--- src/rtl/load_align_unit_pkg.sv ---
// load_align_unit_pkg: shared FSM states, load funct3 codes and default timeout
package load_align_unit_pkg;
  typedef enum logic [1:0] {S_IDLE, S_REQ, S_WAIT, S_DONE} state_t;
  localparam logic [2:0] F3_LB  = 3'b000;
  localparam logic [2:0] F3_LH  = 3'b001;
  localparam logic [2:0] F3_LW  = 3'b010;
  localparam logic [2:0] F3_LBU = 3'b100;
  localparam logic [2:0] F3_LHU = 3'b101;
  localparam int DEFAULT_TIMEOUT = 64;
endpackage

--- src/rtl/load_extract.sv ---
// load_extract: selects and extends the addressed byte/halfword/word of a read word
// Ports: i_off byte offset addr[1:0], i_src funct3, i_word raw little-endian word, o_data extended result
module load_extract
  import load_align_unit_pkg::*;
(
  input  logic [1:0]  i_off,
  input  logic [2:0]  i_src,
  input  logic [31:0] i_word,
  output logic [31:0] o_data
);
  logic [7:0]  w_byte;
  logic [15:0] w_half;
  assign w_byte = i_off[1] ? (i_off[0] ? i_word[31:24] : i_word[23:16])
                           : (i_off[0] ? i_word[15:8]  : i_word[7:0]);
  // odd halfword offsets fall back to the lane picked by addr[1]
  assign w_half = i_off[1] ? i_word[31:16] : i_word[15:0];
  assign o_data = (i_src == F3_LB)  ? {{24{w_byte[7]}}, w_byte} :
                  (i_src == F3_LBU) ? {24'b0, w_byte} :
                  (i_src == F3_LH)  ? {{16{w_half[15]}}, w_half} :
                  (i_src == F3_LHU) ? {16'b0, w_half} : i_word;
endmodule

--- src/rtl/load_align_unit.sv ---
// load_align_unit: sequential load path issuing word reads and returning extended data
// Ports: clk/resetN (async active-low); loadReq/loadSrc/loadAddress from core; loadBusy, loadDone,
// loadData, loadError to core; memReqValid/memReqReady/memAddr request and memRspValid/memRspData response.
// Optional LOAD_MISALIGN_TRAP_EN: misaligned LH/LHU/LW bypass memory and complete with loadError.
module load_align_unit
  import load_align_unit_pkg::*;
#(
  parameter int TIMEOUT_CYCLES = DEFAULT_TIMEOUT
) (
  input  logic        clk,
  input  logic        resetN,
  input  logic        loadReq,
  input  logic [2:0]  loadSrc,
  input  logic [31:0] loadAddress,
  output logic        loadBusy,
  output logic        loadDone,
  output logic [31:0] loadData,
  output logic        loadError,
  output logic        memReqValid,
  input  logic        memReqReady,
  output logic [31:0] memAddr,
  input  logic        memRspValid,
  input  logic [31:0] memRspData
);
  localparam int CW = $clog2(TIMEOUT_CYCLES);
  state_t        r_state;
  state_t        w_next;
  logic [2:0]    r_src;
  logic [31:0]   r_addr;
  logic [31:0]   r_data;
  logic          r_err;
  logic [CW-1:0] r_cnt;
  logic          w_timeout;
  logic          w_misalign;
  logic [31:0]   w_ext;
`ifdef LOAD_MISALIGN_TRAP_EN
  assign w_misalign = (loadSrc == F3_LH || loadSrc == F3_LHU) ? loadAddress[0] :
                      (loadSrc == F3_LB || loadSrc == F3_LBU) ? 1'b0 : |loadAddress[1:0];
`else
  assign w_misalign = 1'b0;
`endif
  assign w_timeout = r_cnt == CW'(TIMEOUT_CYCLES - 1);
  load_extract u_extract (
    .i_off  (r_addr[1:0]),
    .i_src  (r_src),
    .i_word (memRspData),
    .o_data (w_ext)
  );
  always_comb begin
    w_next = r_state;
    case (r_state)
      S_IDLE:  w_next = loadReq ? (w_misalign ? S_DONE : S_REQ) : S_IDLE;
      S_REQ:   w_next = memReqReady ? S_WAIT : S_REQ;
      S_WAIT:  w_next = (memRspValid || w_timeout) ? S_DONE : S_WAIT;
      default: w_next = S_IDLE;
    endcase
  end
  always_ff @(posedge clk or negedge resetN) begin
    if (!resetN) begin
      r_state <= S_IDLE;
      r_src   <= '0;
      r_addr  <= '0;
      r_data  <= '0;
      r_err   <= 1'b0;
      r_cnt   <= '0;
    end else begin
      r_state <= w_next;
      if (r_state == S_IDLE && loadReq) begin
        r_src  <= loadSrc;
        r_addr <= loadAddress;
        if (w_misalign) begin
          r_err  <= 1'b1;
          r_data <= '0;
        end
      end
      if (r_state == S_REQ && memReqReady) r_cnt <= '0;
      if (r_state == S_WAIT) begin
        if (memRspValid) begin
          r_data <= w_ext;
          r_err  <= 1'b0;
        end else if (w_timeout) begin
          r_data <= '0;
          r_err  <= 1'b1;
        end else begin
          r_cnt <= r_cnt + 1'b1;
        end
      end
    end
  end
  assign loadBusy    = r_state != S_IDLE;
  assign loadDone    = r_state == S_DONE;
  assign memReqValid = r_state == S_REQ;
  assign memAddr     = {r_addr[31:2], 2'b00};
  assign loadData    = r_data;
  assign loadError   = r_err;
endmodule
--- config.mk ---
export PLATFORM = sky130hd
export DESIGN_NAME = load_align_unit
export DESIGN_NICKNAME = d
export VERILOG_FILES = /design/src/rtl/load_align_unit_pkg.sv /design/src/rtl/load_extract.sv /design/src/rtl/load_align_unit.sv
export SDC_FILE = /design/constraint.sdc
export NUM_CORES = 1
export LEC_CHECK = 0
export CAP_MARGIN = 30
export CORE_ASPECT_RATIO = 2
export CORE_MARGIN = 2
export CORE_UTILIZATION = 50
export CTS_CLUSTER_DIAMETER = 200
export DETAILED_ROUTE_END_ITERATION = 6
export GPL_TIMING_DRIVEN = 0
export PLACE_DENSITY = 0.85
export SYNTH_ARGS = -nofsm -noshare
export SYNTH_HDL_FRONTEND = slang
export SYNTH_HIERARCHICAL = 1
export SYNTH_SLANG_ARGS = --single-unit
--- constraint.sdc ---
create_clock -name clk -period 4.5 [get_ports clk]
set_input_delay 0.9 -clock clk [delete_from_list [all_inputs] [get_ports clk]]
set_output_delay 0.9 -clock clk [all_outputs]
set_load 0.05 [all_outputs]
==> impl_results.md, run 1 <==
- Row count: 48
- Hold WC Path Type: input port to async pin
- Fin nets: 652
- Largest net degree at the start of global routing: 53
- Setup violators final: 0
- Crit path required time: 3.60 ns
- Pwr dens: 771 nW/µm²
- Total iterations of the first detailed-routing run: 5
- Crit Path Category: flip-flop to primary output
- Rel. slew slack: 62.2%
- Vias per cell: 5.85
- DRT iter0 DRCs: 320
- Synth area leader: dfrtp_1
- Crit-path max cell delay: 0.81 ns
- Post-synth ARST share: 100%
- FF-to-FF End: loadData[26]
- Die height: 138 µm
- Slowest cell on crit path: clkdlybuf4s50_1
- Distinct cells, synth: 52
- Global-route wire length before repair: 19,900 µm
- Crit path arrival time: 1.83 ns
- Residual DRC: 0
- Crit. End Element: primary output
- CP cell instances: or2_4 -> clkdlybuf4s50_1
- Post-route core utilization: 72.7%
- Initial antenna violation count: 0
- DR vias: 4,007
- Most used DFF post-synth: dfrtp_1
- Drt total wl: 12,600 µm
- Fillers: 666
- Cell total after placement: 668
- TritonCTS clock tree: done
- Grt ovf: 0
- Top cells by area, synth: dfrtp_1 42%, mux2_1 7.5%, buf_4 5.9%, a22oi_1 5.4%, nand2b_1 4.7%
- Final Skew: 0.0114 ns
- Top-area cell type share of the netlist area: 42.4%
- Cell Area, Synth: 4480 µm²
- Number of global-route vias before repair: 3,998
- Cell with the most instances after synthesis: dfrtp_1
- Startpoint types: flip-flop
- Finished Layout Cells: 685
- Minimum clock period: 2.73 ns
- Final ANT Viol Nets: 0
- Core ar.: 8650 µm²
- Synthesized instance count: 429
- Num CTS Buffers: 9
- Reg2Reg Setup Slack: 2.37 ns
- Final worst path period share: 60.7%
- RR Startpoint: r_addr[0]
- RSZ-0062 raised after global routing: no
- Slew Limit Fails: 0
- Root Buffer: clkbuf_16
- GPL Wtd Cong: 0.912
- Initial core utilization: 51.8%
- Worst skew pair latency: 0.35 ns
- Post-DP HPWL: 9760 µm
- Count of state elements after synthesis: 76
- Clock Path Buffers: 2
- Overall Power: 4.85 mW
- Kind of cell adding the most delay to the critical path: buffers and inverters
- Setup bufs post-CTS: 0
- Pin slew with the least headroom to its limit: 0.565 ns
- Post-synth top cells: 76 x dfrtp_1, 35 x buf_4, 34 x nand2b_1
- Hold Fails Final Rpt: 0
- Crit Path Max Fanout: 9
- # IOs: 140
- CTS sink count: 76
- Synth-to-Final Area Change: 40.3%
- Reg clk slew, reported paths: 0.06 ns
- Synthesis Warnings: 6
- Post-CTS resize count: 0
- Gr usage total: 26.2%
- Fmax: 366 MHz
- Post-synth EDFFs: 0
- Leakage power total: 2.66 nW
- Die span in x: 70.9 µm
- Layout cells sized above 1: 17.1%
- Sequential fraction of the synthesis area: 42.4%
- Worst Path Buf+Inv: 1
- Max-cap violations: 0
- PortBufs: 137
- Worst Reg2Reg Path Length in Cells: 7
- # H-tree levels: 3
- Worst VDD drop: 377 µV
- Die Area: 9780 µm²
- Wire length per cell: 18.4 µm
- Hold Buf Count CTS: 0
- Mean Syn Cell Area: 10.4 µm²
- Status: finished, final reports clean
power breakdown:
| part | switching (mW) | internal (mW) | total [mW] | leakage [nW] |
|---|---|---|---|---|
| logic | 1.76 | 1.24 | 3.01 | 1.68 |
| registers | 0.196 | 0.964 | 1.16 | 0.849 |
| clock network | 0.292 | 0.389 | 0.682 | 0.128 |
| total | 2.25 | 2.59 | 4.85 | 2.66 |
area by class of cell:
cell class / count / area (µm²) / area share (%)
diodes: 1 / 2.50 / 0.0398
plain buffers: 68 / 433 / 6.88
clock buffers: 11 / 243 / 3.86
clock inverters: 5 / 36.3 / 0.577
inverters: 5 / 18.8 / 0.298
multi-input cells: 281 / 2130 / 33.9
flip-flops and latches: 76 / 1900 / 30.2
well taps: 100 / 125 / 1.99
repair buffers: 138 / 1400 / 22.2
through the flow:
stage	setup WS, ns	hold slack, ns	TNS [ns]	area, µm²
after global routing	1.67	0.488	0	6290
after CTS	1.75	0.476	0	6290
after detailed placement	1.48	0.476	0	6010
after global placement	-0.0591	0.468	-4.00	5980
after floorplan	2.27	0.452	0	4490
final	1.77	0.469	0	6290
registers in the layout (all words and copies together), names as in the netlist:
name / flops
r_cnt: 6
r_src: 3
r_state: 2
r_addr: 32
loadData: 32
loadError: 1
metal layers:
layer	global-route usage, %	up-vias	routed length (µm)
met5	0	-	0
met4	18.9	0	823
met3	5.09	54	657
met2	45.3	176	6690
met1	28.1	1936	4440
li1	-	1841	-
logic make-up (layout without fill, tap and decap cells):
kind of cell	count (synthesis)	after routing	share of synthesized area, %
AOI/OAI and AO/OA	105	105	16.7
buffers and inverters	73	227	10.1
adders and majority gates	1	1	0.279
xor gates and xnor gates	2	2	0.391
and+or+nand+nor	123	123	17.8
muxes	48	48	12.2
DFF	76	76	42.4
other	1	3	0.0837
cell usage in the layout, fill, tap and decap left out, types with 9 or more instances in the layout:
| cell | instances |
|---|---|
| clkdlybuf4s50_1 | 136 |
| dfrtp_1 | 76 |
| buf_4 | 36 |
| nand2b_1 | 34 |
| a22oi_1 | 32 |
| mux2_1 | 30 |
| o21ai_0 | 27 |
| nand2_1 | 25 |
| clkbuf_1 | 17 |
| a221o_1 | 15 |
| nand3_1 | 14 |
| buf_2 | 13 |
| mux2_2 | 13 |
| nand3_2 | 10 |
| nand3b_1 | 9 |
| clkbuf_16 | 9 |
how the worst max path moves through the flow:
stage,depth (start not counted),from,endpoint
after floorplan,6,memRspData[31],loadData[10]
after global placement,1,resetN,r_addr[30]
after detailed placement,7,memRspData[31],loadData[13]
after CTS,2,r_state[0],loadBusy
after global routing,3,r_state[1],memReqValid
final,2,r_state[0],loadBusy
No activity file was read; power rests on OpenSTA's default activity.
==> run 2: changes to the inputs <==
Settings changed: CORE_UTILIZATION 50 to 47, PLACE_DENSITY 0.85 to 0.81.
Clock period 4.5 ns to 2.7 ns, I/O delays scaled along.
==> impl_results.md, run 2 (synthesized netlist as in run 1, its figures left out) <==
- Fillers: 733
- # diodes: 0
- CP cell instances: nand2b_1 -> inv_1 -> clkdlybuf4s50_1
- DRT iter0 DRCs: 272
- Post-route core utilization: 67.8%
- Vias per cell: 5.72
- Post-DP HPWL: 9430 µm
- Post-CTS resize count: 0
- Startpoint types: flip-flop
- Final Skew: 0.0116 ns
- CTS sink count: 76
- Pin slew with the least headroom to its limit: 0.544 ns
- Final worst path period share: 87.8%
- Gr usage total: 24.5%
- Minimum clock period: 2.37 ns
- Core ar.: 9320 µm²
- Rel. slew slack: 63.6%
- Die span in x: 73.1 µm
- Share of power burned in registers: 23.6%
- RSZ-0062 raised after global routing: no
- Largest net degree at the start of global routing: 52
- GPL Wtd Cong: 0.985
- Switching share of power: 45.9%
- Reg clk slew, reported paths: 0.06 ns
- Setup bufs post-CTS: 0
- Root Buffer: clkbuf_16
- Hold WC Path Type: input port to async pin
- Worst VDD drop: 628 µV
- Setup violators final: 0
- Worst Reg2Reg Path Length in Cells: 7
- Hold Fails Final Rpt: 0
- Synth-to-Final Area Change: 41.0%
- Fmax: 422 MHz
- Crit Path Category: flip-flop to primary output
- Crit. End Element: primary output
- Reg2Reg Setup Slack: 0.63 ns
- Crit path arrival time: 1.83 ns
- Layout cells sized above 1: 17.3%
- Crit Path Max Fanout: 10
- Grt ovf: 0
- Total iterations of the first detailed-routing run: 5
- Most frequent cells in the layout: 136 x clkdlybuf4s50_1, 76 x dfrtp_1, 36 x buf_4, 34 x nand2b_1, 32 x a22oi_1
- Die height: 142 µm
- Pwr dens: 1290 nW/µm²
- PnR worst setup slack: 0.329 ns
- Leakage power total: 2.68 nW
- FF/Latch Area: 1900 µm²
- Internal power: 4.42 mW
- # H-tree levels: 3
- Clock Path Buffers: 2
- Fin nets: 652
- Crit path required time: 2.16 ns
- Power share of the clock group: 15.2%
- TritonCTS clock tree: done
- PortBufs: 137
- Initial antenna violation count: 0
- Initial core utilization: 48.1%
- Worst skew pair latency: 0.34 ns
- Residual DRC: 0
- Num CTS Buffers: 9
- Row count: 50
- Status: finished, final reports clean
- Slew Limit Fails: 0
- Max-cap violations: 0
- Area of the multi-input gates: 2130 µm²
- Hold Buf Count CTS: 0
- Die Area: 10,400 µm²
- Number of global-route vias before repair: 4,003
- # IOs: 140
- Commonest non-fill, non-tap cell in the layout: clkdlybuf4s50_1
- Slowest cell on crit path: clkdlybuf4s50_1
- Global-route wire length before repair: 19,600 µm
- Comb power frac: 61.2%
- Final ANT Viol Nets: 0
- Wire length per cell: 17.9 µm
- Post-place setup slack: -0.0373 ns
- DR vias: 3,936
- Drt total wl: 12,300 µm
- Net Sw Power: 3.75 mW
- Crit-path max cell delay: 0.79 ns
[run 2: stage by stage]
step / TNS [ns] / total power [mW] / hold WS (ns) / std cells / instance area, µm²
after CTS: 0 / 8.20 / 0.116 / 688 / 6320
after floorplan: 0 / 5.45 / 0.244 / 430 / 4490
final: 0 / 8.17 / 0.116 / 688 / 6320
after detailed placement: -0.0373 / 6.93 / 0.474 / 672 / 6010
after global placement: -113.50 / 6.80 / 0.468 / 671 / 5990
after global routing: 0 / 8.60 / 0.129 / 688 / 6320
[run 2: power by group through the flow]
stage	Combinational (mW)	Sequential (mW)	Clock, mW
CTS	5.00	1.93	1.26
finish	5.00	1.93	1.24
global route	5.29	2.00	1.32
global placement	4.89	1.91	0
floorplan	3.02	2.44	0
detailed placement	4.98	1.95	0
[run 2: worst max-delay path: cells and delay by family, from the launching register on]
| kind | cells | cell delay [ns] |
|---|---|---|
| and+or+nand+nor | 1 | 0.19 |
| DFF | 1 | 0.46 |
| buffers and inverters | 2 | 0.85 |
[run 2: layout make-up]
class	instances	area share, %
buffer	68	6.85
multi-input combinational	281	33.7
sequential	76	30.1
tap	104	2.06
inverter	5	0.297
timing repair buffer	138	22.1
clock inverter	6	1.11
clock buffer	10	3.78
[run 2: final timing paths]
| kind | start | end |
|---|---|---|
| min in group clk | r_addr[18] | r_addr[18] |
| max in group asynchronous | resetN | loadData[7] |
| max | r_state[1] | memReqValid |
| min reg2reg | r_addr[18] | r_addr[18] |
| max reg2reg | r_addr[0] | loadData[27] |
| min | resetN | loadData[12] |
[run 2: metal layers]
metal  up-vias  track usage (%)  part of all wire, %
met5         -                0                    0
met4         0             13.0                  4.4
met3        34             5.67                  5.3
met2       153             42.6                   53
met1      1905             26.9                   37
li1       1844                -                    -
